==> src/rtl/mem_access.sv <==
// MEM-stage memory access unit: req/ack bus handshake with pipeline freeze,
// bubble insertion into MEM/WB and a sticky bus timeout flag.
module mem_access #(
  parameter int DW      = 16,
  parameter int AW      = 16,
  parameter int TIMEOUT = 15
) (
  input  logic          clk,
  input  logic          reset,
  input  logic          valid_mem,
  input  logic          memread_mem,
  input  logic          memwrite_mem,
  input  logic [AW-1:0] adr_mem,
  input  logic [DW-1:0] wdat_mem,
  input  logic          flush_mem,
  output logic          mem_req,
  output logic          mem_we,
  output logic [AW-1:0] mem_adr,
  output logic [DW-1:0] mem_wdat,
  input  logic          mem_ack,
  input  logic [DW-1:0] mem_rdat,
  output logic [DW-1:0] main_mem_dat,
  output logic          stall_mem,
  output logic          bubble_mem,
  output logic          mem_err
);

  localparam int CW = (TIMEOUT > 1) ? $clog2(TIMEOUT) : 1;
  localparam logic [CW-1:0] CNT_LAST = CW'(TIMEOUT - 1);

  typedef enum logic [1:0] {
    S_IDLE,
    S_WAIT,
    S_DONE
  } state_t;

  state_t        r_state;
  logic [CW-1:0] r_cnt;
  logic          r_abort;
  logic          r_req;
  logic          r_we;
  logic [AW-1:0] r_adr;
  logic [DW-1:0] r_wdat;
  logic [DW-1:0] r_dat;
  logic          r_err;

  logic w_access;
  logic w_abort;
  logic w_stall;

  assign w_access = valid_mem & (memread_mem | memwrite_mem) & ~flush_mem;
  // A flush arriving in the completing cycle still cancels the DONE slot.
  assign w_abort  = r_abort | flush_mem;

  always_comb begin
    w_stall = 1'b0;
    unique case (r_state)
      S_IDLE:  w_stall = w_access;
      S_WAIT:  w_stall = 1'b1;
      default: w_stall = 1'b0;
    endcase
  end

  always_ff @(posedge clk) begin
    if (reset) begin
      r_state <= S_IDLE;
      r_cnt   <= '0;
      r_abort <= 1'b0;
      r_req   <= 1'b0;
      r_we    <= 1'b0;
      r_adr   <= '0;
      r_wdat  <= '0;
      r_dat   <= '0;
      r_err   <= 1'b0;
    end else begin
      unique case (r_state)
        S_IDLE: begin
          if (w_access) begin
            r_adr   <= adr_mem;
            r_wdat  <= wdat_mem;
            r_we    <= memwrite_mem;
            r_req   <= 1'b1;
            r_cnt   <= '0;
            r_abort <= 1'b0;
            r_state <= S_WAIT;
          end
        end
        S_WAIT: begin
          if (mem_ack) begin
            r_req   <= 1'b0;
            if (!r_we) r_dat <= mem_rdat;
            r_state <= w_abort ? S_IDLE : S_DONE;
          end else if (r_cnt == CNT_LAST) begin
            r_req   <= 1'b0;
            r_dat   <= '0;
            r_err   <= 1'b1;
            r_state <= w_abort ? S_IDLE : S_DONE;
          end else begin
            r_cnt   <= r_cnt + 1'b1;
            r_abort <= w_abort;
          end
        end
        S_DONE: r_state <= S_IDLE;
        default: r_state <= S_IDLE;
      endcase
    end
  end

  assign mem_req      = r_req;
  assign mem_we       = r_we;
  assign mem_adr      = r_adr;
  assign mem_wdat     = r_wdat;
  assign main_mem_dat = r_dat;
  assign mem_err      = r_err;
  assign stall_mem    = w_stall;
  assign bubble_mem   = w_stall;

endmodule
==> config.mk <==
export PLATFORM = sky130hd
export DESIGN_NAME = mem_access
export DESIGN_NICKNAME = d
export VERILOG_FILES = /design/src/rtl/mem_access.sv
export SDC_FILE = /design/constraint.sdc
export NUM_CORES = 1
export LEC_CHECK = 0
export ABC_AREA = 1
export BUFFER_PORTS_ARGS = -buffer_cell sky130_fd_sc_hd__buf_4
export CAP_MARGIN = 20
export CORE_ASPECT_RATIO = 0.5
export CORE_MARGIN = 8
export CORE_UTILIZATION = 45
export DETAILED_ROUTE_END_ITERATION = 16
export PLACE_DENSITY_LB_ADDON = 0.25
export SYNTH_ARGS = -nofsm -noshare
export SYNTH_HDL_FRONTEND = slang
export SYNTH_SLANG_ARGS = --single-unit
==> constraint.sdc <==
create_clock -name clk -period 1.75 [get_ports clk]
set_input_delay 0.35 -clock clk [delete_from_list [all_inputs] [get_ports clk]]
set_output_delay 0.35 -clock clk [all_outputs]
set_load 0.1 [all_outputs]
==> out/metrics.csv, run 1 <==
stage,metric,value,unit
floorplanning,Cell Rows,19,
sta,Slew HR,75.1,%
sta,Worst-Margin Slew,0.373,ns
clock_tree,CTS tree,yes,
logic_synthesis,Post-Syn Area per Cell,7.68,um^2
logic_synthesis,Syn Nets,373,
layout,fraction of layout cells with a size suffix above 1,37.6,%
layout,"Core Util, Final",65.8,%
route,drt drc,0,
global_routing,initial antenna violation count,0,
layout,final instance area,0.00352,mm^2
place,dpl ws,0.235,ns
logic_synthesis,"Distinct cells, synth",27,
setup_path,Critical-path top delay cell,dfxtp_1,
setup_path,WP depth,4,
layout,Finished Layout Cells,499,
logic_synthesis,Synth Area in Compound Gates,15.4,%
logic_synthesis,synth warn,0,
setup_path,CP cell instances,nor2_4 -> nand3_2 -> nand2_4 -> buf_8,
place,GPL Wtd Cong,0.772,
logic_synthesis,"Seq/Total Area, Yosys",47.8,%
global_routing,grt ovf,0,
setup_path,r2r startpoint,r_cnt[0]$_SDFFE_PP0P_,
clock_tree,CTS max path bufs,2,
setup_path,Critical Path Sink Type,output pin,
logic_synthesis,Seq cells post-synth,58,
sta,final hold vios,0,
sta,RSZ-0062 raised after global routing,false,
sta,fin worst setup slack,0.0993,ns
floorplanning,IO Count,108,
clock_tree,Post-CTS Setup Repair Bufs,0,
setup_path,CP required,1.40,ns
global_routing,number of global-route vias before repair,2334,
place,HPWL after detailed placement,4720,um
route,vias post-DR,2355,
route,WL final,6340,um
sta,Max Clk Rate,606,MHz
sta,# setup viols final,0,
route,drt first pass iters,4,
route,Post-DRT Antenna Nets,0,
floorplanning,Die Span Y,67.9,um
layout,Nets,478,
min_path,HP Class,in2reg,
layout,n_diodes,0,
power_and_ir_drop,worst-case vdd ir drop,0.000534,V
power_and_ir_drop,Cell Pwr Density,1060,mW/mm^2
route,DR iter-0 viols,150,
layout,Syn-to-layout area delta,45.0,%
min_path,hold path endpoint,r_cnt[2]$_SDFFE_PP0P_,
power_and_ir_drop,leakage,1.59,nW
logic_synthesis,Cells after Synth,316,
clock_tree,clock slew at reported path FFs,0.06,ns
clock_tree,CTS resizes,3,
sta,Pins Over Slew Limit,0,
setup_path,Worst Path Max Fanout,3,
global_routing,largest net degree at the start of global routing,47,
floorplanning,die area,0.00814,mm^2
global_routing,total track usage,15.4,%
sta,Max Clock Skew,0.00723,ns
logic_synthesis,ys flop type,dfxtp_1,
setup_path,r2r worst-path depth,8,
clock_tree,TritonCTS Buffers,9,
place,I/O Buffers,107,
floorplanning,die width,120,um
setup_path,CP bufs+invs,1,
route,Avg WL per Cell,12.7,um
logic_synthesis,top cell type's share of synthesized area,47.8,%
sta,Setup Total Neg Slack,0,ns
logic_synthesis,most instantiated cells after synthesis,"dfxtp_1 (58), nand2_1 (48), inv_1 (42), a21oi_1 (41), o21ai_0 (29)",
clock_tree,CTS Sinks,58,
logic_synthesis,most common cell in the netlist,dfxtp_1,
logic_synthesis,Synth Area in Adders,1.03,%
status,status,finished clean,
logic_synthesis,main combinational cell family by area after synthesis,simple AND/OR/NAND/NOR gates,
logic_synthesis,multiplexer area fraction after synthesis,0,%
place,# placed instances,483,
setup_path,R2R Setup Slk,0.26,ns
sta,minimum clock period,1.65,ns
clock_tree,H-tree depth,3,
run,max cap viols,0,
sta,post-route clock period utilization,94.3,%
floorplanning,core area,0.00535,mm^2
logic_synthesis,Post-Synth Simple-Gate Area,24.5,%
min_path,HP Start,reset,
min_path,hold path depth,2,
setup_path,RR Endpoint,main_mem_dat[10]$_SDFFE_PP0P_,
setup_path,critical path arrival,1.30,ns
logic_synthesis,synth top area cells,"dfxtp_1 (48%), a21oi_1 (8.5%), nand2_1 (7.4%)",
setup_path,Crit path largest cell delay,0.36,ns
place,area post-placement,0.00328,mm^2
logic_synthesis,xor-xnor portion of the synthesized cell area,0.361,%
logic_synthesis,cell area after synthesis,0.00243,mm^2
route,Via density,4.72,
logic_synthesis,"FFs w/ async S/R, synth",0,%
clock_tree,clk_lat worst skew,0.34,ns
logic_synthesis,post-synth top area cell,dfxtp_1,
setup_path,critical path class,reg2out,
global_routing,global-route wire length before repair,10100,um
clock_tree,cts-stage hold buffer count,0,
setup_path,crit path launch type,flop,
logic_synthesis,number of synthesized flops with an enable pin,0,
setup_path,CP top delay family,simple AND/OR/NAND/NOR gates,
floorplanning,Starting Density,45.4,%
clock_tree,CTS root buf,clkbuf_8,
sequential cells by signal, summed over array words and instances (netlist names):
register / count
r_abort: 1
mem_adr: 16
r_state: 2
main_mem_dat: 16
r_cnt: 4
mem_err: 1
mem_we: 1
mem_wdat: 16
mem_req: 1
layer usage:
metal  vias up  global-route usage, %  wire (um)
met5         -                      0          0
met4         0                   7.40         74
met3         9                   6.34        362
met2        63                   29.2       3290
met1      1061                   15.0       2610
li1       1222                      -          -
worst max-delay path by stage:
stage                     slack, ns         end                     from
after CTS                      0.05  bubble_mem  r_state[1]$_SDFFE_PP0P_
final                           0.1  bubble_mem  r_state[1]$_SDFFE_PP0P_
after detailed placement       0.23  bubble_mem                flush_mem
after floorplan               -0.07   stall_mem                valid_mem
after global routing           0.03   stall_mem  r_state[1]$_SDFFE_PP0P_
after global placement         0.27  bubble_mem                flush_mem
metrics by stage:
stage | hold slack, ns | power, mW
finish | 0.211 | 3.74
global route | 0.197 | 3.90
CTS | 0.190 | 3.77
detailed placement | 0.437 | 2.43
global placement | 0.432 | 2.41
floorplan | 0.412 | 2.18
cells by family (layout without fill, tap and decap cells):
| family | count (synthesis) | after routing |
|---|---|---|
| XOR/XNOR | 1 | 1 |
| AND/OR/NAND/NOR | 118 | 118 |
| adder cells (fa/ha/maj) | 2 | 2 |
| flip-flops | 58 | 58 |
| AO/OA/AOI/OAI | 74 | 74 |
| buffers and inverters | 63 | 173 |
power by group:
group	total (mW)	internal (mW)	switching, mW
Sequential	1.44	1.40	0.0460
Combinational	0.959	0.249	0.710
Clock	1.34	0.803	0.535
final cells by class:
| class | count | area (um^2) |
|---|---|---|
| sequential | 58 | 1160 |
| clock inverter | 6 | 91.3 |
| clock buffer | 10 | 128 |
| timing repair buffer | 113 | 863 |
| inverter | 44 | 168 |
| fill | 467 | 1830 |
| tap | 73 | 91.3 |
| multi-input combinational | 195 | 1020 |
placed cells by master, fill, tap and decap left out, types with 3 or more instances in the layout:
master	instances
nor2_2	20
clkbuf_8	9
a21oi_1	41
nand2_1	47
nand3_2	3
o21ai_1	3
o21ai_0	29
clkinvlp_4	3
inv_1	42
buf_4	111
dfxtp_1	57
nand3_1	3
nor2_1	19
nand4_1	17
worst reg2reg max path, stage by stage (launching register included):
cell	delay, ns
dfxtp_1	0.33
inv_1	0.10
ha_1	0.17
nand3_2	0.14
nand2_4	0.20
nand3_4	0.12
inv_4	0.21
nor2_1	0.07
nor2_1	0.09
Power figures use the tool's default switching activity.
==> run 2, diff against run 1 <==
- ABC_AREA: 1 -> default
- SETUP_SLACK_MARGIN: default -> 0.05
==> out/metrics.csv, run 2 <==
stage,metric,value,unit,change
logic_synthesis,ys flop type,dfxtp_1,,
power_and_ir_drop,Logic pwr share,20.6,%,-5.0 points
setup_path,critical path arrival,1.26,ns,-0.04 ns
layout,fillers,460,,-1.5%
floorplanning,die area,0.00846,mm^2,+3.9%
layout,final instance area,0.00369,mm^2,+4.8%
floorplanning,Starting Density,46.5,%,+1.1 points
logic_synthesis,most common cell in the netlist,dfxtp_1,,
layout,most frequent cells in the layout,"buf_4 (117), dfxtp_1 (57), a21oi_1 (51)",,
logic_synthesis,cell area after synthesis,0.00254,mm^2,+4.7%
logic_synthesis,post-synth top area cell,dfxtp_1,,
power_and_ir_drop,Cell Pwr Density,1110,mW/mm^2,+4.8%
setup_path,CP required,1.40,ns,about the same
floorplanning,core area,0.00547,mm^2,+2.2%
logic_synthesis,synth top area cells,"dfxtp_1 (46%), a21oi_1 (10%), o31ai_1 (10%)",,
setup_path,CP Launch Point,r_state[0]$_SDFFE_PP0P_,,
logic_synthesis,top cell type's share of synthesized area,45.7,%,-2.2 points
clock_tree,Post-CTS Setup Repair Bufs,0,,unchanged
sta,RSZ-0062 raised after global routing,false,,
clock_tree,CTS tree,yes,,
global_routing,grt ovf,0,,unchanged
logic_synthesis,Post-Synth Simple-Gate Area,17.3,%,-7.2 points
logic_synthesis,Cells after Synth,286,,-9.5%
setup_path,crit path launch type,flop,,
logic_synthesis,"Distinct cells, synth",36,,+33%
route,DR iter-0 viols,221,,+47%
clock_tree,TritonCTS Buffers,9,,unchanged
logic_synthesis,Synth Area in Adders,0.984,%,-0.047 points
sta,final hold vios,0,,unchanged
clock_tree,H-tree depth,3,,unchanged
layout,n_diodes,0,,unchanged
clock_tree,clk_lat worst skew,0.31,ns,-0.03 ns
logic_synthesis,multiplexer area fraction after synthesis,0.394,%,+0.39 points
layout,Nets,436,,-8.8%
place,GPL Wtd Cong,0.777,,+0.61%
setup_path,Critical path destination,stall_mem,,
sta,Worst-Margin Slew,0.612,ns,+0.239 ns
setup_path,Critical Path Sink Type,output pin,,
sta,# setup viols final,0,,unchanged
route,Avg WL per Cell,17.2,um,+35%
clock_tree,CTS max path bufs,2,,unchanged
floorplanning,Die Span Y,69.2,um,+1.8%
clock_tree,CTS Sinks,58,,unchanged
global_routing,total track usage,18.0,%,+2.6 points
global_routing,global-route wire length before repair,12800,um,+26%
logic_synthesis,number of synthesized flops with an enable pin,0,,unchanged
route,Post-DRT Antenna Nets,0,,unchanged
status,status,finished clean,,
power_and_ir_drop,clock share of power,44.9,%,+9.1 points
logic_synthesis,"Seq/Total Area, Yosys",45.7,%,-2.2 points
floorplanning,Cell Rows,19,,unchanged
global_routing,largest net degree at the start of global routing,39,,-17%
logic_synthesis,Synth Area in Compound Gates,28.1,%,+13 points
place,HPWL after detailed placement,5450,um,+15%
setup_path,r2r worst-path depth,3,,-5
global_routing,initial antenna violation count,0,,unchanged
logic_synthesis,most instantiated cells after synthesis,"dfxtp_1 (58), a21oi_1 (52), o31ai_1 (34), nand4_1 (33)",,
power_and_ir_drop,switch share,29.8,%,-4.8 points
route,WL final,7860,um,+24%
power_and_ir_drop,Int Pwr,2.88,mW,+18%
logic_synthesis,Seq cells post-synth,58,,unchanged
setup_path,critical path class,reg2out,,
clock_tree,CTS root buf,clkbuf_16,,
setup_path,RR Endpoint,r_cnt[3]$_SDFFE_PP0P_,,
sta,post-route clock period utilization,92.1,%,-2.2 points
layout,"most common cell after layout, fill and taps aside",buf_4,,
clock_tree,CTS resizes,0,,-3
sta,fin worst setup slack,0.138,ns,+0.0391 ns
logic_synthesis,xor-xnor portion of the synthesized cell area,0,%,-0.36 points
sta,minimum clock period,1.61,ns,-0.0391 ns
setup_path,r2r startpoint,r_state[0]$_SDFFE_PP0P_,,
route,drt drc,0,,unchanged
sta,Max Clk Rate,621,MHz,+2.4%
power_and_ir_drop,worst-case vdd ir drop,0.000571,V,+7.0%
power_and_ir_drop,leakage,1.50,nW,-5.5%
setup_path,WP depth,3,,-1
run,max cap viols,0,,unchanged
setup_path,CP top delay family,flip-flops,,
global_routing,number of global-route vias before repair,2651,,+14%
sta,Slew HR,59.2,%,-16 points
power_and_ir_drop,Seq pwr share,34.5,%,-4.1 points
logic_synthesis,synth warn,0,,unchanged
place,area post-placement,0.00337,mm^2,+2.7%
setup_path,CP cell instances,a21oi_2 -> nor2_4 -> buf_4,,
power_and_ir_drop,P_sw,1.22,mW,-5.3%
route,Via density,5.86,,+24%
setup_path,Crit path largest cell delay,0.45,ns,+0.09 ns
place,I/O Buffers,107,,unchanged
layout,Syn-to-layout area delta,45.1,%,about the same
sta,Pins Over Slew Limit,0,,unchanged
min_path,HP Class,in2reg,,
layout,fraction of layout cells with a size suffix above 1,37.0,%,-0.58 points
sta,Max Clock Skew,0.00349,ns,-0.00374 ns
logic_synthesis,"FFs w/ async S/R, synth",0,%,unchanged
setup_path,Critical-path top delay cell,dfxtp_1,,
setup_path,CP bufs+invs,1,,unchanged
floorplanning,IO Count,108,,unchanged
clock_tree,cts-stage hold buffer count,0,,unchanged
logic_synthesis,Post-Syn Area per Cell,8.89,um^2,+16%
floorplanning,die width,122,um,+2.0%
logic_synthesis,main combinational cell family by area after synthesis,compound AO/OA/AOI/OAI gates,,
route,drt first pass iters,4,,unchanged
setup_path,R2R Setup Slk,0.32,ns,+0.06 ns
route,vias post-DR,2679,,+14%
logic_synthesis,Syn Nets,343,,-8.0%
setup_path,Worst Path Max Fanout,7,,+4
clock_tree,clock slew at reported path FFs,0.05,ns,about the same
place,dpl ws,0.0712,ns,-0.163 ns
[run 2: cell types whose count changed in the layout (fill, tap and decap cells not counted), sizes merged, moves of 11 or more]
| cell | before | now |
|---|---|---|
| a21oi | 41 | 52 |
| inv | 44 | 3 |
| o21ai | 32 | 2 |
| nor2 | 41 | 5 |
| nand3 | 7 | 19 |
| nand2 | 49 | 4 |
| nand4 | 17 | 33 |
| o31ai | 0 | 34 |
| a22oi | 0 | 16 |
[run 2: area by class of cell]
cell class                 count  area [um^2]  area share (%)
clock inverter                 5         77.6            2.10
clock buffer                  11          243            6.58
sequential                    58         1160            31.5
tap                           73         91.3            2.48
timing repair buffer         118          898            24.4
inverter                       3         11.3           0.305
multi-input combinational    189         1200            32.7
[run 2: per-layer routing]
layer  wire length (um)  track usage (%)  up-vias
met2               3900             29.5       92
met5                  0                0        -
li1                   -                -     1294
met3                518             6.09       10
met4                110             6.57        0
met1               3320             21.4     1283
[run 2: worst min path at each step]
stage | from | to | slack, ns | depth (start not counted)
global placement | r_abort$_SDFFE_PP0P_ | r_state[1]$_SDFFE_PP0P_ | 0.43 | 1
detailed placement | r_abort$_SDFFE_PP0P_ | r_state[1]$_SDFFE_PP0P_ | 0.43 | 1
floorplan | r_abort$_SDFFE_PP0P_ | r_state[1]$_SDFFE_PP0P_ | 0.40 | 1
global route | flush_mem | r_state[1]$_SDFFE_PP0P_ | 0.23 | 2
CTS | flush_mem | r_state[1]$_SDFFE_PP0P_ | 0.23 | 2
finish | flush_mem | r_state[1]$_SDFFE_PP0P_ | 0.23 | 2
[run 2: cell families (layout without fill, tap and decap cells)]
family                     count (synthesis)  after routing
and+or+nand+nor                           75             75
adders and majority gates                  2              2
AOI/OAI and AO/OA                        111            111
buffers and inverters                     39            137
DFF                                       58             58
muxes                                      1              1
[run 2: metrics by stage]
step	power [mW]	utilization (%)	hold slack [ns]	setup TNS (ns)	std cells
after floorplan	2.06	-	0.399	-0.186	286
after global placement	2.28	61.6	0.428	0	441
after detailed placement	2.29	61.6	0.433	0	441
after CTS	4.14	67.5	0.233	0	457
after global routing	4.25	67.5	0.231	0	457
final	4.11	67.5	0.235	0	457
[run 2: power groups by stage]
stage	logic, mW	registers [mW]	clock network [mW]
after global placement	0.835	1.44	0
final	0.844	1.42	1.84
after detailed placement	0.845	1.44	0
after floorplan	0.250	1.81	0
after global routing	0.883	1.42	1.95
after CTS	0.848	1.42	1.87
